**config.mk**
```make
export PLATFORM = sky130hd
export DESIGN_NAME = alu_issue_ctrl
export DESIGN_NICKNAME = d
export VERILOG_FILES = /design/src/rtl/alu_pkg.sv /design/src/rtl/alu_regfile.sv /design/src/rtl/alu_issue_ctrl.sv
export SDC_FILE = /design/constraint.sdc
export NUM_CORES = 1
export LEC_CHECK = 0
export ABC_CLOCK_PERIOD_IN_PS = 8400
export CAP_MARGIN = 15
export CORE_ASPECT_RATIO = 0.5
export CORE_UTILIZATION = 25
export DETAILED_ROUTE_END_ITERATION = 7
export GPL_TIMING_DRIVEN = 0
export PLACE_DENSITY = 0.48
export SLEW_MARGIN = 20
export SYNTH_ARGS = -nofsm -noshare
export SYNTH_HDL_FRONTEND = slang
export SYNTH_SLANG_ARGS = --single-unit
export TNS_END_PERCENT = 50
```
**constraint.sdc**
```tcl
create_clock -name clk -period 8.4 [get_ports clk]
set_input_delay 2.52 -clock clk [delete_from_list [all_inputs] [get_ports clk]]
set_output_delay 2.52 -clock clk [all_outputs]
set_load 0.03 [all_outputs]
```
**src/rtl/alu_pkg.sv**
```systemverilog
// Shared constants for the ALU issue controller: widths, ALU opcodes and FSM encoding.
package alu_pkg;

   localparam int DATA_W   = 16;
   localparam int REG_AW   = 3;
   localparam int NUM_REGS = 1 << REG_AW;

   typedef enum logic [2:0] {
      OP_ADD  = 3'd0,
      OP_SUB  = 3'd1,
      OP_AND  = 3'd2,
      OP_OR   = 3'd3,
      OP_NOT  = 3'd4,
      OP_XOR  = 3'd5,
      OP_PASS = 3'd6,
      OP_ADD2 = 3'd7
   } alu_op_e;

   typedef enum logic [1:0] {
      ST_IDLE   = 2'd0,
      ST_ISSUE  = 2'd1,
      ST_SETTLE = 2'd2
   } state_e;

endpackage

```
**src/rtl/alu_regfile.sv**
```systemverilog
// 8x16 register file: two operand read ports, one debug read port, one write port.
// r0 is hardwired to zero; writes addressed to it are dropped.
module alu_regfile
   import alu_pkg::*;
(
   input  logic              clk,
   input  logic              rst,
   input  logic [REG_AW-1:0] ra1_i,
   input  logic [REG_AW-1:0] ra2_i,
   input  logic [REG_AW-1:0] dbg_ra_i,
   output logic [DATA_W-1:0] rd1_o,
   output logic [DATA_W-1:0] rd2_o,
   output logic [DATA_W-1:0] dbg_rd_o,
   input  logic              we_i,
   input  logic [REG_AW-1:0] wa_i,
   input  logic [DATA_W-1:0] wd_i
);

   logic [NUM_REGS-1:0][DATA_W-1:0] regs_q;

   always_ff @(posedge clk or negedge rst) begin
      if (!rst) begin
         regs_q <= '0;
      end else if (we_i && (wa_i != '0)) begin
         regs_q[wa_i] <= wd_i;
      end
   end

   assign rd1_o    = (ra1_i    == '0) ? '0 : regs_q[ra1_i];
   assign rd2_o    = (ra2_i    == '0) ? '0 : regs_q[ra2_i];
   assign dbg_rd_o = (dbg_ra_i == '0) ? '0 : regs_q[dbg_ra_i];

endmodule

```
**src/rtl/alu_issue_ctrl.sv**
```systemverilog
// Three-cycle issue/settle/writeback controller around an external combinational ALU.
// Optional ALU_ISSUE_IMM_EN: op 6 takes a zero-extended 7-bit immediate as operand B.
module alu_issue_ctrl
   import alu_pkg::*;
(
   input  logic              clk,
   input  logic              rst,
   input  logic              instr_valid,
   output logic              instr_ready,
   input  logic [15:0]       instr,
   output logic [DATA_W-1:0] alu_in1,
   output logic [DATA_W-1:0] alu_in2,
   output logic [2:0]        alu_sel,
   input  logic [DATA_W-1:0] alu_out,
   input  logic              alu_zf,
   output logic              wb_valid,
   output logic [REG_AW-1:0] wb_addr,
   output logic [DATA_W-1:0] wb_data,
   output logic              zero_flag,
   input  logic [REG_AW-1:0] dbg_addr,
   output logic [DATA_W-1:0] dbg_data
);

   state_e state_q, state_d;
   logic   accept, capture, commit;

   logic [2:0]        op;
   logic [REG_AW-1:0] rd, rs1, rs2;
   logic [DATA_W-1:0] rs1_data, rs2_data, opb;

   logic [DATA_W-1:0] alu_in1_q, alu_in2_q, result_q, wb_data_q;
   logic [2:0]        alu_sel_q;
   logic [REG_AW-1:0] rd_q, wb_addr_q;
   logic              wb_valid_q, zero_flag_q;

   logic unused_rsvd;

   assign op          = instr[15:13];
   assign rd          = instr[12:10];
   assign rs1         = instr[9:7];
   assign rs2         = instr[6:4];
   assign unused_rsvd = ^instr[3:0];

   alu_regfile u_regfile (
      .clk      (clk),
      .rst      (rst),
      .ra1_i    (rs1),
      .ra2_i    (rs2),
      .dbg_ra_i (dbg_addr),
      .rd1_o    (rs1_data),
      .rd2_o    (rs2_data),
      .dbg_rd_o (dbg_data),
      .we_i     (commit),
      .wa_i     (rd_q),
      .wd_i     (result_q)
   );

`ifdef ALU_ISSUE_IMM_EN
   assign opb = (op == OP_PASS) ? {{(DATA_W-7){1'b0}}, instr[6:0]} : rs2_data;
`else
   assign opb = rs2_data;
`endif

   always_ff @(posedge clk or negedge rst) begin
      if (!rst) state_q <= ST_IDLE;
      else      state_q <= state_d;
   end

   always_comb begin
      state_d = state_q;
      accept  = 1'b0;
      capture = 1'b0;
      commit  = 1'b0;
      case (state_q)
         ST_IDLE: begin
            if (instr_valid) begin
               accept  = 1'b1;
               state_d = ST_ISSUE;
            end
         end
         ST_ISSUE: begin
            capture = 1'b1;
            state_d = ST_SETTLE;
         end
         ST_SETTLE: begin
            commit  = 1'b1;
            state_d = ST_IDLE;
         end
         default: state_d = ST_IDLE;
      endcase
   end

   // Operand registers only move on acceptance, so the ALU inputs are stable through SETTLE.
   always_ff @(posedge clk or negedge rst) begin
      if (!rst) begin
         alu_in1_q   <= '0;
         alu_in2_q   <= '0;
         alu_sel_q   <= '0;
         rd_q        <= '0;
         result_q    <= '0;
         wb_valid_q  <= 1'b0;
         wb_addr_q   <= '0;
         wb_data_q   <= '0;
         zero_flag_q <= 1'b0;
      end else begin
         wb_valid_q <= commit;
         if (accept) begin
            alu_in1_q <= rs1_data;
            alu_in2_q <= opb;
            alu_sel_q <= op;
            rd_q      <= rd;
         end
         if (capture) result_q <= alu_out;
         if (commit) begin
            wb_addr_q   <= rd_q;
            wb_data_q   <= result_q;
            zero_flag_q <= alu_zf;
         end
      end
   end

   assign instr_ready = (state_q == ST_IDLE);
   assign alu_in1     = alu_in1_q;
   assign alu_in2     = alu_in2_q;
   assign alu_sel     = alu_sel_q;
   assign wb_valid    = wb_valid_q;
   assign wb_addr     = wb_addr_q;
   assign wb_data     = wb_data_q;
   assign zero_flag   = zero_flag_q;

endmodule

```
# Word-level counts from Yosys, hierarchy flattened

Cells that the tools add are included.

Reductions and logical operators: 7
$lt $le $gt $ge: 5
Eq/ne operators: 3
Mux-type cells: 18

Operators with widths:

| cell                 | count |
|---|---|
| $bmux W16 S3         | 3 |
| $bwmux W128          | 1 |
| $mux W16             | 7 |
| $demux W16 S3        | 1 |
| $lt A3 B4 Y1 const B | 4 |
| $logic_not A3 Y1     | 3 |
| $mux W1              | 4 |
| $pmux W2 S2          | 1 |
| $ge A3 B1 Y1 const B | 1 |
| $reduce_bool A3 Y1   | 1 |
| $eq A2 B1 Y1 const B | 1 |
| $eq A2 B2 Y1 const B | 1 |
| $logic_and A1 B1 Y1  | 2 |
| $logic_not A2 Y1     | 1 |
| $mux W2              | 1 |
| $ne A2 B2 Y1 const B | 1 |

Output and inout port bits: 73
Register bits after elaboration: 205
Logic and storage cells: 51
Input bits: 39

# Depth between registers and ports, before layout

Word-level depth: 5
Mapped depth: 7
Mapped depth without buffers: 5

# By module

From an unflattened synthesis, not the netlist that was laid out.

Cell total of the unflattened synthesis: 729
Area total of the unflattened synthesis: 10,044.6 um^2

By module, submodules not included:

| module         | times used | cells each | seq. area each (um^2) | area an instance (um^2) |
|---|---|---|---|---|
| alu_regfile    | 1          | 564        | 2,802.7               | 7,196.9 |
| alu_issue_ctrl | 1          | 165        | 1,926.8               | 2,847.7 |

# Worst setup path before layout

No wires, ideal clock.

Kind: input-to-output
Start: in dbg_addr[0]
End: out dbg_data[0]
Stages: 5
Path buffers: 2
Data arrival time: 4.106 ns
Setup slack: 1.774 ns
Required time: 5.880 ns
Path through: buf_2 > nor2b_1 > clkbuf_1 > a22oi_1 > o21ai_0

Cells in the longest elaborated chain, start to end: 3
Elaborated cells between the ends (all ways): 4
Those cells by class: mux: 3; reduce/logical: 1

Ends and longest elaborated chain:

| what                           | line                 | source |
|---|---|---|
| start, declared                | alu_issue_ctrl.sv:20 | `input logic [REG_AW-1:0] dbg_addr,` |
| $bmux W16 S3                   | alu_regfile.sv:31    | `assign dbg_rd_o = (dbg_ra_i == '0) ? '0 : regs_q[dbg_ra_i];` |
| $mux W16 (implied by the code) | alu_regfile.sv:31    |  |
| $mux W16 (*)                   | alu_regfile.sv:31    |  |
| end, declared                  | alu_issue_ctrl.sv:21 | `output logic [DATA_W-1:0] dbg_data` |

Mark *: on every way between the ends. The rest lies on a longest branch, timed or not. The select of a mux whose other input is x is not followed.

# Final worst setup path

Start: in dbg_addr[0]
End: out dbg_data[11]

Same word-level chain as after synthesis.

==> impl_metrics.toml <==
[worst_hold_path]
min_path_type = "reg -> reg"
hp-start = "alu_in2[3]$_DFFE_PN0P_"
whs_path_depth = 2

[routing]
routed_via_density = 5.05
routedWlPerCell_um = 23.4
wl_met2_um = 15700
wirelength_um = 33700
dr.pass1.iters = 5
highest_layer = "met4"
num_vias = 7258
ant_nets = 0
drt-initial-drc-count = 595
dr_wl_met3_um = 2000
wl_met1_um = 14900
drc = 0

[synth]
synth_ff_type = "dfrtp_1"
netlist_instances = 782
yosysUniqueCellTypes = 36
synth_area_leader_cell = "dfrtp_1"
async_flop_share_pct = 100
synth.area.top_cells = "dfrtp_1 49%, mux2_2 21%, mux2i_1 5.4%"
synth_edf_count = 0
avgSynthCellArea_sq_um = 12.3
yosysSeqAreaShare_pct = 49.3
synth_seq_cells = 189
synth_area_sq_mm = 0.00960
yosysTopAreaCellShare_pct = 49.3
ys_warn_count = 0
synth_fp_nets = 821

[clocking]
cts_buffer_depth = 2
cts_setup_buffers = 0
path_clk_slew_ns = 0.06
cts_hold_buf = 0
cts_sinks = 189
clkLatencyLatePin_ns = 0.45
numCtsBuffers = 17
root_buffer = "clkbuf_16"
cts_resized = 0
cts_tree = "yes"
htreeDepth = 4

[floorplan]
initial_utilization_pct = 25.5
num_rows = 50
die_w_um = 279
ios = 112
core_area_sq_mm = 0.0376
die-area_sq_mm = 0.0392
fp.dieH_um = 141

[power]
peakVddDrop_v = 0.000106
p_per_area_mw_per_mm2 = 355
power_mw = 4.24
p_leak_nw = 5.14

[timing]
hold_viol_final = 0
period_share_pct = 94.4
setup-violations-final = 0
tightest_slew_ns = 1.05
max_freq_mhz = 126
drv_slew = 0
rsz0062_at_grt = "false"
min_period_ns = 7.93
maxSlewHeadroom_pct = 29.8
finClkSkew_ns = 0.0126

[place]
hpwl_um = 23600
gp_congestion = 0.856
numPortBuffers = 104
dp.cells = 1408

[global_routing]
antenna_found_initial = 0
grt_pass1_vias = 7463
gr-total-overflow = 0
grt_max_degree = 80
grt_first_pass_wirelength_um = 50300
grt_util_all_layers_pct = 17.5

[cells_and_area]
most-common-layout-cells = "189 x dfrtp_1, 176 x mux2_2, 119 x nand2_1, 103 x clkdlybuf4s50_1, 52 x mux2i_1"
final_nets = 946
fin_util_pct = 31.8
syn2layout_area_growth_pct = 24.4
final_cells = 1438
final_layout_size_suffix_gt1_share_pct = 29.4
fill_cells = 3776
final_common_cell = "dfrtp_1"
diodes = 0

[worst_setup_path]
critPathKind = "in -> out"
arrival_ns = 5.41
rrSetupSlack_ns = 6.09
startpoint_type = "primary input"
crit_chain = "buf_2, nor2b_1, clkbuf_1, a22oi_1, o21ai_0, clkdlybuf4s50_1"
startpoint = "dbg_addr[0]"
cp.required_ns = 5.88
crit_path_end_kind = "primary output"
r2r_cells = 5
worst-path-buf-inv = 3
crit_cells = 6
crit_family = "buffers and inverters"
critPathMaxStageDelay_ns = 0.75
critPathSlowestCell = "clkdlybuf4s50_1"
cp_max_fo = 10
timing.rr.start = "rd_q[2]$_DFFE_PN0P_"

[flow_run]
drv_cap = 0

[run_status]
status = "complete, no violations"
metrics by stage:
stage	hold WS (ns)	setup TNS, ns	setup WS (ns)	area (sq um)
after global placement	0.463	-601.23	-3.21	11300
after CTS	0.481	0	0.572	11900
after floorplan	0.509	0	1.77	9600
final	0.476	0	0.470	11900
after global routing	0.501	0	0.400	11900
after detailed placement	0.462	0	0.581	11300
worst paths after layout:
kind,to
setup / recovery,dbg_data[11]
setup reg to reg,u_regfile.regs_q[110]$_DFFE_PN0P_
hold / removal,alu_in2[3]$_DFFE_PN0P_
hold reg to reg,alu_in2[3]$_DFFE_PN0P_
min in group asynchronous,alu_in2[10]$_DFFE_PN0P_
max in group asynchronous,u_regfile.regs_q[21]$_DFFE_PN0P_
layer usage:
layer  up-vias  global-route usage [%]
li1       3139                       -
met1      3782                    23.1
met2       263                    27.8
met3        74                    4.02
met4         0                    6.97
met5         -                       0
final cells by class:
type | instances | area [sq um] | area share (%)
Multi-Input combinational cell | 532 | 4600 | 38.5
Sequential cell | 189 | 4730 | 39.6
Clock buffer | 22 | 484 | 4.06
Inverter | 3 | 12.5 | 0.105
Timing Repair Buffer | 106 | 1100 | 9.22
Clock inverter | 8 | 106 | 0.891
Tap cell | 520 | 651 | 5.45
Buffer | 58 | 260 | 2.18
worst register-to-register path, delay by kind of cell (launching register included):
| family | cells | cell delay, ns |
|---|---|---|
| buffers and inverters | 2 | 0.69 |
| and+or+nand+nor | 2 | 0.79 |
| DFF | 1 | 0.32 |
| muxes | 1 | 0.40 |
power breakdown:
| part | switching (mW) | internal [mW] |
|---|---|---|
| logic | 0.782 | 0.840 |
| registers | 0.461 | 1.32 |
| clock network | 0.372 | 0.470 |
sequential cells by signal, summed over array words and instances (netlist names):
name              cells
u_regfile.regs_q    112
alu_in1              16
alu_in2              16
result_q             16
wb_data              16
alu_sel               3
rd_q                  3
wb_addr               3
state_q               2
wb_valid              1
zero_flag             1
synthesized netlist by cell type (2+ instances only):
cell type	n
o22ai_1	23
clkbuf_1	29
nor3b_4	2
buf_2	25
nor2b_1	2
o221ai_1	6
nor2_1	9
a21oi_1	9
nand2_1	119
a211oi_1	7
inv_1	2
mux2_2	176
a221oi_1	24
mux4_2	18
o22a_1	6
nand2b_1	4
dfrtp_1	189
o21ai_0	29
a22oi_1	16
nand3b_1	2
mux2_4	10
buf_1	2
o31ai_1	9
mux2i_1	52
cells by family (layout without fill, tap and decap cells):
group,count (synthesis),after routing,synth area share [%]
muxes,256,256,31.9
DFF,189,189,49.3
AOI/OAI and AO/OA,131,131,9.44
and+or+nand+nor,145,145,6.58
buffers and inverters,61,197,2.84
(Power assumes the default switching activity.)
